[src/rtl/saturn_bus_responder.sv]
// saturn_bus_responder: nibble-serial bus responder for a Saturn-style bus controller.
// Holds the PC and DP nibble pointers, accumulates 5-nibble address loads, serves
// prefetched read nibbles and, optionally, streams data-pointer writes to memory.
//
// Ports:
//   i_clk, i_reset        clock (rising edge), asynchronous active-high reset
//   i_bus_clk_en          bus strobe; a transfer is its rising edge sampled on i_clk
//   i_bus_is_data         1 = data nibble, 0 = command nibble
//   i_bus_nibble_in       nibble from the bus controller
//   o_bus_nibble_out      registered read nibble, holds mem[pointer] in read modes
//   o_mem_addr            nibble address to backing memory
//   o_mem_re              one-clock read request, i_mem_data sampled on the next clock
//   i_mem_data            memory read data
//   o_mem_we, o_mem_wdata one-clock write strobe and data
//   o_busy                address load in progress
//   o_cmd_error           sticky unknown-command flag
//
// Build option: define RESPONDER_WRITE_EN to enable the DP_WRITE command (0x6).
// Without it 0x6 is an unknown command and the write outputs are tied low.

module saturn_bus_responder (
  input  logic        i_clk,
  input  logic        i_reset,
  input  logic        i_bus_clk_en,
  input  logic        i_bus_is_data,
  input  logic [3:0]  i_bus_nibble_in,
  output logic [3:0]  o_bus_nibble_out,
  output logic [19:0] o_mem_addr,
  output logic        o_mem_re,
  input  logic [3:0]  i_mem_data,
  output logic        o_mem_we,
  output logic [3:0]  o_mem_wdata,
  output logic        o_busy,
  output logic        o_cmd_error
);

  typedef enum logic [1:0] {StMode, StLoad, StFetch} state_e;
  typedef enum logic [1:0] {ModePcRead, ModeDpRead, ModeDpWrite} mode_e;

  state_e      state;
  mode_e       mode;
  logic [19:0] pc;
  logic [19:0] dp;
  logic [19:0] shadow;
  logic [2:0]  nib_cnt;
  logic        load_dp;
  logic        bus_prev;
  logic        pf_due;       // a prefetch must be issued before serving more transfers
  logic        pend_valid;
  logic        pend_is_data;
  logic [3:0]  pend_nib;

  logic        xfer;
  logic        use_valid;
  logic        use_is_data;
  logic [3:0]  use_nib;

  assign xfer = i_bus_clk_en & ~bus_prev;

  // A held transfer is always older than a live one, so it is served first.
  assign use_valid   = pend_valid | xfer;
  assign use_is_data = pend_valid ? pend_is_data : i_bus_is_data;
  assign use_nib     = pend_valid ? pend_nib : i_bus_nibble_in;

`ifdef RESPONDER_WRITE_EN
  logic       we_r;
  logic [3:0] wdata_r;
  assign o_mem_we    = we_r;
  assign o_mem_wdata = wdata_r;
`else
  assign o_mem_we    = 1'b0;
  assign o_mem_wdata = 4'h0;
`endif

  always_ff @(posedge i_clk or posedge i_reset) begin
    if (i_reset) begin
      state            <= StMode;
      mode             <= ModePcRead;
      pc               <= '0;
      dp               <= '0;
      shadow           <= '0;
      nib_cnt          <= '0;
      load_dp          <= 1'b0;
      bus_prev         <= 1'b0;
      pf_due           <= 1'b1;
      pend_valid       <= 1'b0;
      pend_is_data     <= 1'b0;
      pend_nib         <= '0;
      o_bus_nibble_out <= '0;
      o_mem_addr       <= '0;
      o_mem_re         <= 1'b0;
      o_busy           <= 1'b0;
      o_cmd_error      <= 1'b0;
`ifdef RESPONDER_WRITE_EN
      we_r             <= 1'b0;
      wdata_r          <= '0;
`endif
    end else begin
      bus_prev <= i_bus_clk_en;
      o_mem_re <= 1'b0;
`ifdef RESPONDER_WRITE_EN
      we_r     <= 1'b0;
`endif
      if (state == StFetch) begin
        o_bus_nibble_out <= i_mem_data;
        state            <= StMode;
        if (xfer && !pend_valid) begin
          pend_valid   <= 1'b1;
          pend_is_data <= i_bus_is_data;
          pend_nib     <= i_bus_nibble_in;
        end
      end else if (state == StMode && pf_due) begin
        o_mem_addr <= (mode == ModePcRead) ? pc : dp;
        o_mem_re   <= 1'b1;
        pf_due     <= 1'b0;
        state      <= StFetch;
        if (xfer && !pend_valid) begin
          pend_valid   <= 1'b1;
          pend_is_data <= i_bus_is_data;
          pend_nib     <= i_bus_nibble_in;
        end
      end else if (use_valid) begin
        // Serving the held transfer: a coincident live one takes its slot.
        if (pend_valid) begin
          pend_valid   <= xfer;
          pend_is_data <= i_bus_is_data;
          pend_nib     <= i_bus_nibble_in;
        end
        if (!use_is_data) begin
          // Any command aborts a load in progress before being decoded.
          state  <= StMode;
          o_busy <= 1'b0;
          case (use_nib)
            4'h2, 4'h4: begin
              state   <= StLoad;
              o_busy  <= 1'b1;
              nib_cnt <= '0;
              load_dp <= use_nib[2];
            end
            4'h3: begin
              mode   <= ModePcRead;
              pf_due <= 1'b1;
            end
            4'h5: begin
              mode   <= ModeDpRead;
              pf_due <= 1'b1;
            end
`ifdef RESPONDER_WRITE_EN
            4'h6: mode <= ModeDpWrite;
`endif
            default: o_cmd_error <= 1'b1;
          endcase
        end else if (state == StLoad) begin
          // Low nibble arrives first; after five shifts it sits in [3:0].
          shadow <= {use_nib, shadow[19:4]};
          if (nib_cnt == 3'd4) begin
            if (load_dp) dp <= {use_nib, shadow[19:4]};
            else         pc <= {use_nib, shadow[19:4]};
            state  <= StMode;
            o_busy <= 1'b0;
            pf_due <= 1'b1;
          end else begin
            nib_cnt <= nib_cnt + 3'd1;
          end
        end else begin
          case (mode)
            ModePcRead: begin
              pc     <= pc + 20'd1;
              pf_due <= 1'b1;
            end
            ModeDpRead: begin
              dp     <= dp + 20'd1;
              pf_due <= 1'b1;
            end
            default: begin
`ifdef RESPONDER_WRITE_EN
              we_r       <= 1'b1;
              wdata_r    <= use_nib;
              o_mem_addr <= dp;
              dp         <= dp + 20'd1;
`endif
            end
          endcase
        end
      end
    end
  end

endmodule

[config.mk]
export PLATFORM = sky130hd
export DESIGN_NAME = saturn_bus_responder
export DESIGN_NICKNAME = d
export VERILOG_FILES = /design/src/rtl/saturn_bus_responder.sv
export SDC_FILE = /design/constraint.sdc
export NUM_CORES = 1
export LEC_CHECK = 0
export ABC_AREA = 0
export CAP_MARGIN = 10
export CORE_ASPECT_RATIO = 0.5
export CORE_UTILIZATION = 45
export DETAILED_ROUTE_END_ITERATION = 12
export HOLD_SLACK_MARGIN = 0.15
export PLACE_DENSITY = 0.72
export SKIP_CTS_REPAIR_TIMING = 1
export SLEW_MARGIN = 20
export SYNTH_ARGS = -nofsm -noshare
export SYNTH_HDL_FRONTEND = slang
export SYNTH_SLANG_ARGS = --single-unit
export TNS_END_PERCENT = 30
[constraint.sdc]
create_clock -name i_clk -period 4 [get_ports i_clk]
set_input_delay 0.4 -clock i_clk [delete_from_list [all_inputs] [get_ports i_clk]]
set_output_delay 0.4 -clock i_clk [all_outputs]
set_load 0.005 [all_outputs]
==> results.sh <==
export IMPL_hold_violations=0
export IMPL_crit_slowest_cell="a21o_1"
export IMPL_cts_max_path_buffers=2
export IMPL_drc_errors=0
export IMPL_hold_depth=1
export IMPL_status="finished, final reports clean"
export IMPL_cts_root_buffer="clkbuf_16"
export IMPL_nFillCells=1012
export IMPL_synth_async_reset_ratio=1.00
export IMPL_slew_headroom=0.301
export IMPL_start_util=0.469
export IMPL_vias=4235
export IMPL_grt_pass1_vias=3856
export IMPL_syn_area_per_cell_um2=9.62
export IMPL_drt_wl_total_mm=12.4
export IMPL_die_x_um=154
export IMPL_synth_cells=543
export IMPL_fin_setup_tns_ns=0
export IMPL_cp_num_buf_inv=0
export IMPL_syn2layout_area_growth_pct=13.3
export IMPL_layout_commonest_cell="dfrtp_1"
export IMPL_path_clk_slew_ns=0.06
export IMPL_synthFlopType="dfrtp_1"
export IMPL_leakagePower_uw=0.00241
export IMPL_ant_nets=0
export IMPL_cts_tree="yes"
export IMPL_reg2reg_depth=5
export IMPL_critPathMaxStageDelay_ns=0.83
export IMPL_insertion_delay_ns=0.34
export IMPL_critPathRequiredTime_ns=4.23
export IMPL_critPathLaunchType="flip-flop"
export IMPL_rows=27
export IMPL_design_die_area_um2=12100
export IMPL_power_density_nw_per_um2=681
export IMPL_period_needed_ns=2.73
export IMPL_ys_seq_area_frac=0.469
export IMPL_drive_gt1_frac=0.133
export IMPL_timing_final_crit_share=0.681
export IMPL_first_pass_iters=5
export IMPL_setup_viol=0
export IMPL_synth_cell_types=57
export IMPL_fmax_mhz=367
export IMPL_final_cell_mix="97 x dfrtp_1, 66 x a21oi_1, 57 x nor2_1"
export IMPL_cpLargestDelayFamily="compound AO/OA/AOI/OAI gates"
export IMPL_die_y_um=78.2
export IMPL_crit_type="reg -> reg"
export IMPL_grt_overflow_total=0
export IMPL_gr_usage_all_layers=0.219
export IMPL_numPortBuffers=38
export IMPL_drv_cap=0
export IMPL_clock_skew_ns=0.00537
export IMPL_rsz0062_at_grt="false"
export IMPL_wl_per_cell_um=17.5
export IMPL_gp_congestion=0.815
export IMPL_antenna_found_initial=0
export IMPL_synthesis_area_um2=5230
export IMPL_cp_num_cells=5
export IMPL_antenna_cells=0
export IMPL_clkSinkCount=98
export IMPL_fin_util=0.531
export IMPL_grt_pass1_wl_mm=20.5
export IMPL_worstMarginPinSlew_ns=1.05
export IMPL_cp_end_kind="flip-flop"
export IMPL_crit_chain="mux2_2, o211ai_2, a21o_1, a21oi_1, o22a_1"
export IMPL_cts_buffers=9
export IMPL_dp_cells=696
export IMPL_cp_arrival_ns=2.96
export IMPL_synth_ff_latch_count=98
export IMPL_critPathMaxFanout=26
export IMPL_wl_met1_mm=5.89
export IMPL_ys_warn_count=0
export IMPL_ir_worst_vdd_uv=238
export IMPL_met2_length_mm=5.30
export IMPL_wl_met3_mm=1.08
export IMPL_h_tree_depth=3
export IMPL_nets=578
export IMPL_coreArea_um2=11100
export IMPL_hold_path_class="reg -> reg"
export IMPL_io_pins=44
export IMPL_final_cell_count_no_fill=711
export IMPL_synth_edff_count=0
export IMPL_grt_start_max_net_pins=83
export IMPL_dpl_hpwl_mm=8.44
export IMPL_slew_violations=0
export IMPL_drt_initial_drc_count=322
export IMPL_highest_layer="met4"
export IMPL_ff2ff_setup_slack_ns=1.27
export IMPL_drt_vias_per_instance=5.96
[cell usage after synthesis, types with 7 or more instances]
library cell,count,share of area
a21oi_1,66,0.063
a21oi_2,7,0.012
a2bb2oi_2,7,0.020
and3_1,7,0.0084
buf_2,7,0.0067
clkbuf_1,21,0.015
dfrtp_1,97,0.46
inv_1,9,0.0065
mux2_2,26,0.056
mux2i_1,25,0.048
nand2_1,43,0.031
nand3_1,12,0.011
nand4_1,13,0.016
nor2_1,57,0.041
nor3_1,10,0.0096
o21ai_0,37,0.035
o22a_1,8,0.013
o22ai_1,11,0.013
[sequential cells by signal, summed over array words and instances (netlist names)]
name              flops
bus_prev              1
dp                   20
load_dp               1
mode                  1
nib_cnt               3
o_bus_nibble_out      4
o_busy                1
o_cmd_error           1
o_mem_addr           20
o_mem_re              1
pc                   20
pend_is_data          1
pend_nib              4
pend_valid            1
pf_due                1
shadow               16
state                 2
[power by group]
part	switching, uW	internal (uW)	total [uW]
combinational	814	738	1550
clock	357	449	807
sequential	340	1330	1670
total	1510	2520	4030
[area by class of cell]
type,instances,area [um^2],share of cell area
inverter,9,38.8,0.00655
sequential,98,2450,0.414
multi-input combinational,400,2550,0.431
clock inverter,3,15.0,0.00254
clock buffer,12,256,0.0433
timing repair buffer,44,425,0.0719
tap,145,181,0.0306
[routing by layer]
metal | global-route usage | up-vias
li1 | - | 1994
met3 | 0.0447 | 12
met5 | 0 | -
met1 | 0.324 | 2046
met2 | 0.323 | 183
met4 | 0.0594 | 0
[worst paths after layout]
check,startpoint,to
max,pend_valid$_DFFE_PP0P_,dp[13]$_DFFE_PP0P_
min,o_cmd_error$_DFFE_PP0P_,o_cmd_error$_DFFE_PP0P_
max reg2reg,pend_valid$_DFFE_PP0P_,dp[13]$_DFFE_PP0P_
min reg2reg,o_cmd_error$_DFFE_PP0P_,o_cmd_error$_DFFE_PP0P_
max in group asynchronous,i_reset,o_mem_addr[13]$_DFFE_PP0P_
min in group asynchronous,i_reset,state[1]$_DFFE_PP0P_
[worst reg2reg max path: cells and delay by family (launching register included)]
family	cells	cell delay, ns
compound gates	4	1.40
flops	1	0.75
mux	1	0.47
[cells by family after synthesis]
group	share of synthesized area
multiplexers	0.104
buffers and inverters	0.0469
adder cells (fa/ha/maj)	0.00958
XOR/XNOR	0.00503
other	0.000718
flip-flops	0.469
AO/OA/AOI/OAI	0.216
AND/OR/NAND/NOR	0.148
[per-stage QoR]
stage	worst slack [ns]	power (uW)	hold slack (ns)	cell area (um^2)
2_1_floorplan	1.04	2660	0.431	5240
3_3_place_gp	1.31	3180	0.477	5650
3_5_place_dp	1.26	3230	0.475	5650
4_1_cts	1.32	4050	0.503	5920
5_1_grt	1.13	4320	0.520	5920
6_report	1.27	4030	0.493	5920
No activity file was read; power rests on OpenSTA's default activity.
